$ cat src/rtl/uart_rx.sv
// 16x-oversampled UART receiver for 8N1/8E1/8O1 frames with a one-entry
// valid/ready holding register and single-cycle parity/framing/overrun reporting.
`timescale 1ns/1ps
module uart_rx #(
  parameter int DATA_BITS   = 8,
  parameter int SYNC_STAGES = 2
) (
  input  logic       clk,
  input  logic       reset_n,
  input  logic       oversample_tick,
  input  logic       rx,
  input  logic       parity_en,
  input  logic       parity_odd,
  output logic       out_valid,
  input  logic       out_ready,
  output logic [7:0] out_data,
  output logic       out_perr,
  output logic       frame_err,
  output logic       overrun_err,
  output logic       busy
);

  localparam int IDX_W = $clog2(DATA_BITS + 1);

  typedef enum logic [2:0] {
    S_IDLE,
    S_START,
    S_DATA,
    S_PAR,
    S_STOP
  } state_t;

  state_t               state, state_nxt;
  logic [SYNC_STAGES-1:0] sync_p;
  logic                 rxs;
  logic [3:0]           os_cnt, os_cnt_nxt;
  logic [IDX_W-1:0]     bit_idx, bit_idx_nxt;
  logic [DATA_BITS-1:0] shreg, shreg_nxt;
  logic                 perr, perr_nxt;
  logic                 stop_ok;
  logic                 stop_bad;
  logic                 hold_free;

  // Received parity bit against the parity the data bits call for.
  function automatic logic parity_err(input logic bit_rx, input logic odd,
                                      input logic [DATA_BITS-1:0] d);
    return bit_rx ^ (odd ? ~^d : ^d);
  endfunction

  // Synchronizer stage: idles high so reset does not look like a start bit.
  always_ff @(posedge clk or negedge reset_n) begin
    if (!reset_n) begin
      sync_p <= '1;
    end else begin
      sync_p <= {sync_p[SYNC_STAGES-2:0], rx};
    end
  end

  assign rxs = sync_p[SYNC_STAGES-1];

  // Frame FSM state stage.
  always_ff @(posedge clk or negedge reset_n) begin
    if (!reset_n) begin
      state   <= S_IDLE;
      os_cnt  <= '0;
      bit_idx <= '0;
      shreg   <= '0;
      perr    <= 1'b0;
    end else begin
      state   <= state_nxt;
      os_cnt  <= os_cnt_nxt;
      bit_idx <= bit_idx_nxt;
      shreg   <= shreg_nxt;
      perr    <= perr_nxt;
    end
  end

  always_comb begin
    state_nxt   = state;
    os_cnt_nxt  = os_cnt;
    bit_idx_nxt = bit_idx;
    shreg_nxt   = shreg;
    perr_nxt    = perr;
    stop_ok     = 1'b0;
    stop_bad    = 1'b0;
    if (oversample_tick) begin
      case (state)
        S_IDLE: begin
          if (!rxs) begin
            state_nxt  = S_START;
            os_cnt_nxt = '0;
          end
        end
        S_START: begin
          if (os_cnt == 4'd7) begin
            if (rxs) begin
              state_nxt = S_IDLE;
            end else begin
              os_cnt_nxt  = '0;
              bit_idx_nxt = '0;
              perr_nxt    = 1'b0;
              state_nxt   = S_DATA;
            end
          end else begin
            os_cnt_nxt = os_cnt + 4'd1;
          end
        end
        S_DATA: begin
          if (os_cnt == 4'd15) begin
            shreg_nxt   = {rxs, shreg[DATA_BITS-1:1]};
            bit_idx_nxt = bit_idx + IDX_W'(1);
            os_cnt_nxt  = '0;
            if (bit_idx == IDX_W'(DATA_BITS - 1)) begin
              state_nxt = parity_en ? S_PAR : S_STOP;
            end
          end else begin
            os_cnt_nxt = os_cnt + 4'd1;
          end
        end
        S_PAR: begin
          if (os_cnt == 4'd15) begin
            perr_nxt   = parity_err(rxs, parity_odd, shreg);
            os_cnt_nxt = '0;
            state_nxt  = S_STOP;
          end else begin
            os_cnt_nxt = os_cnt + 4'd1;
          end
        end
        S_STOP: begin
          // Leaving at mid-stop gives half a bit of slack for the next start edge.
          if (os_cnt == 4'd15) begin
            os_cnt_nxt = '0;
            state_nxt  = S_IDLE;
            stop_ok    = rxs;
            stop_bad   = !rxs;
          end else begin
            os_cnt_nxt = os_cnt + 4'd1;
          end
        end
        default: state_nxt = S_IDLE;
      endcase
    end
  end

  assign busy      = (state != S_IDLE);
  assign hold_free = !out_valid || out_ready;

  // Holding register and error pulse stage; a consume and a load may share a cycle.
  always_ff @(posedge clk or negedge reset_n) begin
    if (!reset_n) begin
      out_valid   <= 1'b0;
      out_data    <= '0;
      out_perr    <= 1'b0;
      frame_err   <= 1'b0;
      overrun_err <= 1'b0;
    end else begin
      frame_err   <= stop_bad;
      overrun_err <= stop_ok && !hold_free;
      if (stop_ok && hold_free) begin
        out_valid <= 1'b1;
        out_data  <= 8'(shreg);
        out_perr  <= perr;
      end else if (out_ready) begin
        out_valid <= 1'b0;
      end
    end
  end

endmodule

$ cat config.mk
export PLATFORM = sky130hd
export DESIGN_NAME = uart_rx
export DESIGN_NICKNAME = d
export VERILOG_FILES = /design/src/rtl/uart_rx.sv
export SDC_FILE = /design/constraint.sdc
export NUM_CORES = 1
export LEC_CHECK = 0
export BUFFER_PORTS_ARGS = -buffer_cell sky130_fd_sc_hd__buf_2
export CAP_MARGIN = 15
export CORE_ASPECT_RATIO = 2
export CORE_UTILIZATION = 61
export DETAILED_ROUTE_END_ITERATION = 16
export PLACE_DENSITY = 0.92
export SETUP_SLACK_MARGIN = 0.02
export SLEW_MARGIN = 30
export SYNTH_ARGS = -nofsm -noshare
export SYNTH_HDL_FRONTEND = slang
export SYNTH_SLANG_ARGS = --single-unit
$ cat constraint.sdc
create_clock -name clk -period 4.18 [get_ports clk]
set_input_delay 0.836 -clock clk [delete_from_list [all_inputs] [get_ports clk]]
set_output_delay 0.836 -clock clk [all_outputs]
set_load 0.02 [all_outputs]
==> summary by stage, run 1 <==
Outcome
The flow ran to the end, and the final reports show no timing, DRC or antenna violations.

Timing
Setup violations remaining at the end of the flow were counted as 0. The worst pin sits at a relative slew slack of 0.518. The post-route setup TNS is 0 ps. The final-report hold violation count is 0. At the pin with the least slew margin, the transition time is 723 ps.

Setup repair after global routing left no endpoint under its margin. The number of max-slew violations in the final report came to 0. Between clock sinks in the finished design, the worst skew comes to 12.2 ps. After layout, the minimum clock period comes to 2420 ps. The post-route clock period utilization is 0.579. The achievable frequency is 0.413 GHz.

Routing
The routed length on met2 is 1880 um. The post-detailed-routing wire length is 3380 um. After detailed routing, the average wire length per cell comes to 17.5 um.

The first-pass iteration count of the detailed router is 4. The routed via count is 1208. The top layer reached by signal wires is met4. The remaining number of nets flagged by the antenna check after routing is 0. In the detailed route, the total length drawn on met3 is 117 um. After detailed routing, the number of remaining DRC violations is 0. The average via count per standard cell is 6.26. After the first detailed-routing iteration, the DRC count stood at 25.

After detailed routing, the wire length on met1 is 1250 um.

Floorplanning
The count of standard-cell rows is 26. The effective utilization at floorplan is 0.659. The total die area is 0.00304 sq mm. The horizontal extent of the die is 39.5 um. The number of I/O pins is 20. The floorplan step defined a core boundary enclosing 0.00260 sq mm.

The die is 77.0 um tall.

Clock network
The clock net sink count is 34. Clock latency on the worst-skew pair, taken at its later pin, is 290 ps. Post-CTS repair changed the size of 0 cells.

TritonCTS built the clock tree. The clock-pin slew on the worst setup and hold paths is 70 ps. The clock tree root buffer cell is clkbuf_8. Post-CTS timing repair inserted 0 buffers for setup. The H-tree generated during clock tree synthesis spans 2 levels.

The deepest clock path buffer count is 2. The number of buffers created by CTS is 5. In this run, post-CTS hold repair placed 0 buffers.

Synthesis
The mapped netlist covers 0.00171 sq mm. The number of different library cells in the post-synthesis netlist is 42. Synthesis inferred 34 register bits. Of the synthesized area, sequential elements account for 0.498. Synthesis produced 146 cells. Counting flops with a built-in enable in the synthesized netlist gives 0. The number of nets handed over by synthesis was 155. Yosys printed 0 warnings. Among all flip-flop cells after synthesis, the most frequent one is dfrtp_1. Averaged over all synthesized cells, the footprint is 11.7 sq um. For this run, asynchronously set or reset flops after synthesis account for 1.00.

Place
Input and output buffers added on the ports amount to 19. The weighted congestion at the end of routability-driven global placement is 0.794. The instance area at placement is 0.00180 sq mm. The half-perimeter wire length after placement is 2440 um.

Power and ir drop
In this run the power density over the cells is 534 mW/mm^2. The maximum vdd drop is 410 uV. In this run the static leakage power is 0.950 nW.

GRT
Entering global routing, the biggest net connects 35 pins. Across every metal layer, demand over resource in global routing totals 0.271. The initial antenna violation count is 0. The via count of the first global-routing pass is 1212.

The leftover overflow at the end of global routing is 0. The wire length of the first global-routing pass is 5610 um.

Layout
The share of the core filled with cells is 0.726. The final layout contains 173 nets. Relative to the synthesized area, the layout overhead comes to 10.3%.

The finished cells cover 0.00189 sq mm. Counting the fill cells in the layout gives 179. 0 antenna diodes ended up in the layout.

In the final layout, the share of cells above drive strength 1 is 0.297. The multi-input combinational cells in the finished layout cover a total of 798 sq um. The total area of sequential cells is 853 sq um. The most frequent standard cell in the layout excluding fill and tap cells is dfrtp_1. In the layout the commonest cells are 32 x dfrtp_1, 19 x buf_2, 17 x mux2_2.

Min path
The worst hold path belongs to the class register to register. The hold path depth is 0. The worst hold path endpoint is sync_p[1]$_DFF_PN1_. The critical hold path startpoint is sync_p[0]$_DFF_PN1_.

Critical path
The largest stage delay on the critical path is 570 ps. On the critical path, the stage with the largest delay is an instance of dfrtp_1. STA classifies the critical path endpoint as an output port. The required time reported for the critical path endpoint is 3340 ps. The type of the worst setup path is register to output port. Of all nets on the critical path, the largest fanout is 16. STA classifies the critical path startpoint as a register.

Walking the worst path, the cells encountered are nor3_1, inv_1, buf_2. The worst register-to-register path ends at out_data[6]$_DFFE_PN0P_. The origin of the critical flop-to-flop path is os_cnt[0]$_DFFE_PN0P_.

The worst register-to-register path has a setup slack of 2110 ps. The arrival time at the worst endpoint is 1580 ps. The depth of the most critical reg-to-reg path is 4.

Run
The max capacitance violation total is 0.
[cell usage after synthesis, types with 4 or more instances]
library cell	number	area share
dfrtp_1	32	0.47
mux2_2	17	0.11
nand2_1	9	0.020
nor2_1	8	0.018
and3_1	6	0.022
xnor2_1	6	0.031
buf_2	5	0.015
inv_1	5	0.011
o21ai_0	5	0.015
mux2i_1	4	0.023
nand3_1	4	0.012
[worst max-delay path by stage]
stage,startpoint,to,slack (ps),cells past startpoint
floorplan,oversample_tick,bit_idx[3]$_DFFE_PN0P_,2210,5
global placement,oversample_tick,out_data[4]$_DFFE_PN0P_,2090,4
detailed placement,oversample_tick,out_data[5]$_DFFE_PN0P_,2040,4
CTS,state[0]$_DFFE_PN0P_,busy,1770,3
global route,state[0]$_DFFE_PN0P_,busy,1700,3
finish,state[0]$_DFFE_PN0P_,busy,1760,3
[kinds of logic after synthesis]
logic type	synth area share
xor+xnor	0.0489
fa+ha+maj	0.0146
simple gates	0.148
mux	0.135
buf+inv	0.0365
compound gates	0.119
flops	0.498
[metrics by stage]
stage	instances	power (mW)	worst slack (ps)	hold slack, ps
finish	193	1.01	1760	357
global route	193	1.06	1700	361
CTS	193	1.01	1770	358
detailed placement	185	0.755	2040	349
global placement	185	0.730	2090	347
floorplan	146	0.683	2210	345
[state kept, by name, summed over array words and instances, names as in the netlist]
| signal | cells |
|---|---|
| out_data | 8 |
| sync_p | 2 |
| perr | 1 |
| out_perr | 1 |
| frame_err | 1 |
| os_cnt | 4 |
| state | 3 |
| overrun_err | 1 |
| bit_idx | 4 |
| shreg | 8 |
| out_valid | 1 |
[per-layer routing]
| layer | up-vias | GRT usage |
|---|---|---|
| met5 | - | 0 |
| met4 | 0 | 0.152 |
| met3 | 12 | 0.0838 |
| met2 | 35 | 0.430 |
| met1 | 598 | 0.300 |
| li1 | 563 | - |
[critical path: cells and delay by family (launching register included)]
family,cells,cell delay [ps]
DFF,1,570
and+or+nand+nor,1,450
buffers and inverters,2,270
[final cells by class]
type | instances | area share
inverter | 5 | 0.00993
sequential | 34 | 0.451
tap | 28 | 0.0185
timing repair buffer | 19 | 0.0503
multi-input combinational | 99 | 0.422
clock buffer | 8 | 0.0477
[power breakdown]
group          switching (mW)  total (mW)  internal, mW
registers              0.0827       0.456         0.373
clock network           0.115       0.249         0.134
logic                   0.169       0.303         0.134
total                   0.367        1.01         0.642
Note: power is estimated with default switching activity, not from simulation.
==> run 2: changes to the inputs <==
ABC_AREA = 1   (was default)
CORE_UTILIZATION = 52   (was 61)
PLACE_DENSITY = 0.84   (was 0.92)
clock period = 2 ns   (was 4.18 ns; I/O delays follow)
==> summary by stage, run 2 <==
Synthesis
The dominant synthesized flop cell is dfrtp_1. In this run the mean area of a mapped cell was 8.18 sq um. Of the post-synthesis cell area, the dominant cell type holds 0.449. The synthesis warning total is 0. After synthesis, the netlist uses 27 different library cells.

The most common cell in the synthesized netlist is nand2_1. Ranked by instance count, the synthesized netlist is headed by 75 x nand2_1, 32 x dfrtp_1, 24 x inv_1. The number of instances in the synthesized netlist is 218. The biggest area contributor in the post-synthesis netlist is dfrtp_1. The synthesized netlist occupies a cell area of 0.00178 sq mm. Counting flops with an async set or reset pin after synthesis yields a share of 1.00.

Sorting the synthesized cells by area gives the leading types as dfrtp_1 45%, nand2_1 16%, inv_1 5.1%, o21ai_2 4.4%, nand3_1 3.4%. The post-synthesis sequential area ratio is 0.479. The post-synth net total is 227. In this run, synthesis inferred 0 flip-flops with an integrated enable.

The number of register bits inferred by synthesis is 34.

Critical path
The depth of the most critical reg-to-reg path is 8. Data arrives at the worst endpoint at 1220 ps. The worst setup path is of the register to output port kind. The register-to-register setup slack is 450 ps. The largest fanout on the critical path is 5.

The largest stage delay on the critical path is 450 ps. The worst setup path is launched from a register. The cell with the biggest individual delay on the critical path is dfrtp_1. The kind of end point of the critical path is an output port. The signal on the critical path passes through nor2_2, nand2_1, buf_2. The required time reported for the critical path endpoint is 1600 ps.

Routing
The detail-routed net length per standard cell is 11.7 um. The post-detailed-routing wire length is 3190 um. The DRC violation count after routing is 6.

After detailed routing, the number of vias per cell comes to 5.19. The first-pass iteration count of the detailed router is 10. Summing over every cut layer, the via total after detailed routing is 1417.

The number of DRC violations after detailed-routing iteration 0 is 44. The detail route stage leaves a number of antenna-violating nets equal to 0.

Floorplanning
The core footprint is 0.00323 sq mm. The number of I/O pins is 20. In this run the core area contains 29 standard-cell rows. The floorplan step defined a die boundary enclosing 0.00368 sq mm. The horizontal extent of the die is 43.4 um.

For this configuration, the core starts out at a cell density of 0.552. The floorplan step set the die height to 84.8 um.

GRT
The wire length of the first global-routing pass is 5800 um. The via count of the first global-routing pass was 1418. The all-layer global routing usage is 0.212. The initial antenna violation count came to 0. Entering global routing, the biggest net connects 35 pins.

The total overflow left after global routing is 0.

Clock network
CTS built an H-tree with a depth of 2. The deepest clock path buffer count is 2. The cts-stage hold buffer count is 0.

The later-pin clock latency in the skew report is 290 ps. The post-cts gate resize count is 0. Clock tree synthesis inserted a total of 5 buffers. The TritonCTS clock tree is done.

The clock drives 34 sinks. Once the clock tree was built, the setup fixing pass inserted 0 buffers. The clock tree root buffer cell is clkbuf_8. After clock tree synthesis, the clock-pin slew on the worst setup and hold paths is 70 ps.

Timing
For the pin with the worst max-slew slack, the measured transition is 720 ps. The final-report hold violation count is 0. The final clock skew is 6.36 ps. In the finished design, the share of the clock period the worst path needs comes to 0.808. For this run, the top clock speed supported by timing is 0.619 GHz. Setup repair after global routing left no endpoint under its margin. The worst pin sits at a relative slew slack of 0.520. The post-route setup TNS is 0 ps. After layout, the minimum clock period comes to 1620 ps.

The number of max-slew violations in the final report is 0. The final-report setup violation count is 0.

Place
The weighted congestion at the end of routability-driven global placement is 0.847. The wire-length estimate of the detail-placed layout is 2450 um. The number of buffers inserted by port buffering is 19.

Layout
The fraction of final layout cells with drive strength greater than 1 is 0.211. The most frequent standard cell in the layout excluding fill and tap cells is nand2_1. The share of the core filled with cells is 0.610.

The layout overhead on the synthesized area is 10.5%. The number of fill cells in the layout is 283. The antenna cell count is 0. Leaving out fill and tap cells, the most frequent cells in the layout are 75 x nand2_1, 32 x dfrtp_1, 24 x inv_1. In the final design database the tool counted 251 nets. In the final layout, the registers with the most flip-flops are out_data (8), shreg (8).

Run
The max capacitance violation total is 0.

Outcome
The final reports fail on DRC. The flow ran to the end, but the final reports show violations.

Power and ir drop
VDD sags by at most 712 uV. The leakage component of the power is 1.04 nW. The power density relative to cell area is 881 mW/mm^2.

Min path
The worst min-delay path class is input port to asynchronous set/reset pin.
==> run 2: layout make-up <==
class / count / area (sq um) / area share
repair buffers: 19 / 95.1 / 0.0483
flip-flops and latches: 34 / 853 / 0.433
inverters: 27 / 101 / 0.0514
clock buffers: 7 / 76.3 / 0.0387
well taps: 31 / 38.8 / 0.0197
multi-input cells: 155 / 806 / 0.409
==> run 2: kinds of logic (layout without fill, tap and decap cells) <==
| kind of cell | Yosys count | count (layout) | share of synthesized area |
|---|---|---|---|
| compound gates | 29 | 29 | 0.104 |
| xor+xnor | 5 | 5 | 0.0246 |
| fa+ha+maj | 2 | 2 | 0.0140 |
| flops | 34 | 34 | 0.479 |
| simple gates | 119 | 119 | 0.309 |
| buf+inv | 29 | 53 | 0.0695 |
==> run 2: power breakdown <==
group | internal, mW | total (mW) | switching [mW]
clock | 0.239 | 0.470 | 0.230
sequential | 0.746 | 0.816 | 0.0694
combinational | 0.148 | 0.451 | 0.303
==> run 2: path summary, 6_finish.rpt <==
path / from / endpoint
setup reg to reg: os_cnt[0]$_DFFE_PN0P_ / out_data[7]$_DFFE_PN0P_
hold / removal: reset_n / os_cnt[2]$_DFFE_PN0P_
min in group clk: rx / sync_p[0]$_DFF_PN1_
max in group asynchronous: reset_n / shreg[0]$_DFFE_PN0P_
setup / recovery: state[0]$_DFFE_PN0P_ / busy
hold reg to reg: sync_p[0]$_DFF_PN1_ / sync_p[1]$_DFF_PN1_
==> run 2: metal layers <==
metal,share of wire,vias up,GRT usage
met2,0.56,19,0.386
met5,0,-,0
li1,-,730,-
met1,0.39,663,0.210
met3,0.025,5,0.0447
met4,0.026,0,0.116
==> run 2: per-stage QoR <==
stage	worst slack, ps	total power, mW	hold WS [ps]	std cells	instance area, sq um
final	384	1.74	166	273	1970
after global routing	306	1.86	198	273	1970
after CTS	372	1.75	191	273	1970
after detailed placement	449	1.28	348	266	1890
after global placement	470	1.27	346	266	1890
after floorplan	582	1.17	104	218	1780
==> run 2: critical path: cells and delay by family (launching register included) <==
kind / cells / cell delay (ps)
AND/OR/NAND/NOR: 2 / 300
buffers and inverters: 1 / 170
flip-flops: 1 / 450
==> run 3: changes to the inputs <==
CORE_UTILIZATION = 57   (was 52)
PLACE_DENSITY = 0.87   (was 0.84)
clock period = 1.7 ns   (was 2 ns; I/O delays follow)
==> summary by stage, run 3 (synthesis gave the netlist of run 2 again) <==
Place
Routability-driven placement finished with a final weighted congestion of 0.867. Port buffering added 19 buffers. Detailed placement finished with a half-perimeter wire length of 2450 um.

Routing
The first detailed-routing pass took 4 iterations. The post-detailed-routing wire length is 3410 um. The remaining number of nets flagged by the antenna check after routing is 0.

In the final routed layout, each cell accounts on average for 12.4 um. After detailed routing, the number of vias per cell comes to 5.37. In the routed design, unresolved DRC markers number 0.

The routed layout has 1476 vias. The number of DRC violations after detailed-routing iteration 0 is 48.

Timing
The final-report hold violation count is 0. The max-slew headroom at the worst pin is 0.716. The number of max-slew violations in the final report came to 0. The transition time of the tightest slew-check pin is 426 ps.

In the finished design, the share of the clock period the worst path needs comes to 0.932. Setup repair after global routing left no endpoint under its margin. In the final timing run, aggregate negative setup slack is 0 ps.

For the final database, setup skew stands at 2.35 ps. For this run, the top clock speed supported by timing is 0.631 GHz. Setup violations remaining at the end of the flow were counted as 0.

The minimum clock period after layout is 1590 ps.

Power and ir drop
The maximum vdd drop is 757 uV. The leakage component of the power is 1.05 nW. The internal power of the cells totals 1.38 mW. The switching share of power is 0.352.

Dividing total power by cell area gives a power density of 1060 mW/mm^2. The combinational power share is 0.261. The net load switching power is 753 uW. Total power for the finished layout comes to 2.14 mW. The sequential fraction of design power is 0.451.

Of the total power, the clock network draws 0.288.

Critical path
The kind of end point of the critical path is an output port. The arrival time at the worst endpoint is 1250 ps. The largest stage delay on the critical path is 460 ps. The largest fanout on the critical path is 5. The critical path startpoint is state[0]$_DFFE_PN0P_. Together, buffers and inverters on the worst path number 1. The startpoint identified for the worst register-to-register timing path is os_cnt[0]$_DFFE_PN0P_. Walking the worst path, the cells encountered are nor2_2, nand2_1, buf_2. Grouping stages by cell kind, the critical path spends the most delay in flip-flops. Among all stages on the critical path, the largest delay is contributed by dfrtp_1. The type of the worst setup path is register to output port. The startpoint type of the worst setup path is a register.

For the worst setup path, the data required time is 1360 ps.

Layout
The antenna cell count is 0. The number of fill cells in the layout is 243. The area occupied by multi-input gates is 833 sq um. The library cells used most frequently in the layout, excluding fill and tap cells, are 75 x nand2_1, 32 x dfrtp_1, 24 x inv_1. The layout overhead on the synthesized area is 13.3%. Summing all flip-flop and latch instances after layout gives 853 sq um. The most frequent standard cell in the layout excluding fill and tap cells is nand2_1. In the final layout, the share of cells above drive strength 1 is 0.233. The number of nets in the layout is 253. The largest registers in the layout are out_data (8), shreg (8).

Floorplanning
The die outline height is 81.1 um. The count of standard-cell rows is 28. The total area inside the core boundary comes to 0.00298 sq mm. The horizontal extent of the die is 41.5 um.

For this configuration, the core starts out at a cell density of 0.599. Pin placement for this block handled 20 I/O pins. The total die area is 0.00337 sq mm.

GRT
The leftover overflow at the end of global routing is 0. The first global-routing pass estimated 6010 um of wire. In the global route stage, overall resource usage came out at 0.235. The via count of the first global-routing pass was 1498. Entering global routing, the biggest net connects 35 pins. The initial antenna violation count came to 0.

Run
Max-cap violations in this run came to 0.

Clock network
The later-pin clock latency in the skew report is 290 ps. No sink is reached through more buffers than the 2 on the longest clock path. The number of clock buffers added by TritonCTS is 5. The tree is rooted in a clkbuf_8. The level count of the clock H-tree is 2. The TritonCTS clock tree is done.

After clock tree synthesis, the clock-pin slew on the worst setup and hold paths is 70 ps. The clock net sink count is 34.

Min path
The worst min-delay path class is input port to asynchronous set/reset pin.

Outcome
The run finished with clean final reports.
==> run 3: changes by cell type in the layout (fill, tap and decap cells not counted), sizes merged <==
cell	delta
buf	+1
clkinv	+1
nand3	+1
==> run 3: layer usage <==
metal | vias to the layer above | wire length [um] | GRT usage
met2 | 52 | 1910 | 0.425
li1 | 736 | - | -
met1 | 672 | 1210 | 0.222
met5 | - | 0 | 0
met3 | 16 | 142 | 0.0489
met4 | 0 | 153 | 0.190
==> run 3: final timing paths <==
path | end | slack (ps) | cells after the start
worst min-delay path | shreg[5]$_DFFE_PN0P_ | 70 | 2
worst min register to register | sync_p[1]$_DFF_PN1_ | 360 | 0
worst max-delay path | busy | 110 | 3
worst max register to register | state[0]$_DFFE_PN0P_ | 200 | 10
min in group clk | sync_p[0]$_DFF_PN1_ | 150 | 1
max in group asynchronous | sync_p[1]$_DFF_PN1_ | 1300 | 2
==> run 3: metrics by stage <==
stage / area [sq um] / hold slack (ps) / setup slack, ps / instances / util
2_1_floorplan: 1780 / 44.4 / 282 / 218 / -
3_3_place_gp: 1900 / 345 / 174 / 266 / 0.638
3_5_place_dp: 1900 / 349 / 148 / 266 / 0.638
4_1_cts: 1990 / 82.5 / 122 / 274 / 0.669
5_1_grt: 2020 / 113 / 24.6 / 275 / 0.678
6_report: 2020 / 70.5 / 115 / 275 / 0.678
==> run 3: timing repair <==
item | 4_1_cts | 5_1_grt
setup buffers | 0 | 0
hold buffers | 0 | 0
endpoints found under the setup margin | 0 | 14
gates resized for setup | 0 | 4
==> run 3: cell type report <==
cell class / count / share of cell area
Timing Repair Buffer: 20 / 0.0508
Inverter: 27 / 0.0502
Sequential cell: 34 / 0.423
Clock buffer: 7 / 0.0428
Clock inverter: 1 / 0.00248
Tap cell: 30 / 0.0186
Multi-Input combinational cell: 156 / 0.413
==> run 3: power by group through the flow <==
stage	clock network (mW)	registers, mW	logic (mW)
finish	0.616	0.963	0.558
global route	0.656	0.969	0.650
CTS	0.632	0.959	0.541
detailed placement	0	0.974	0.537
global placement	0	0.972	0.525
floorplan	0	0.956	0.417
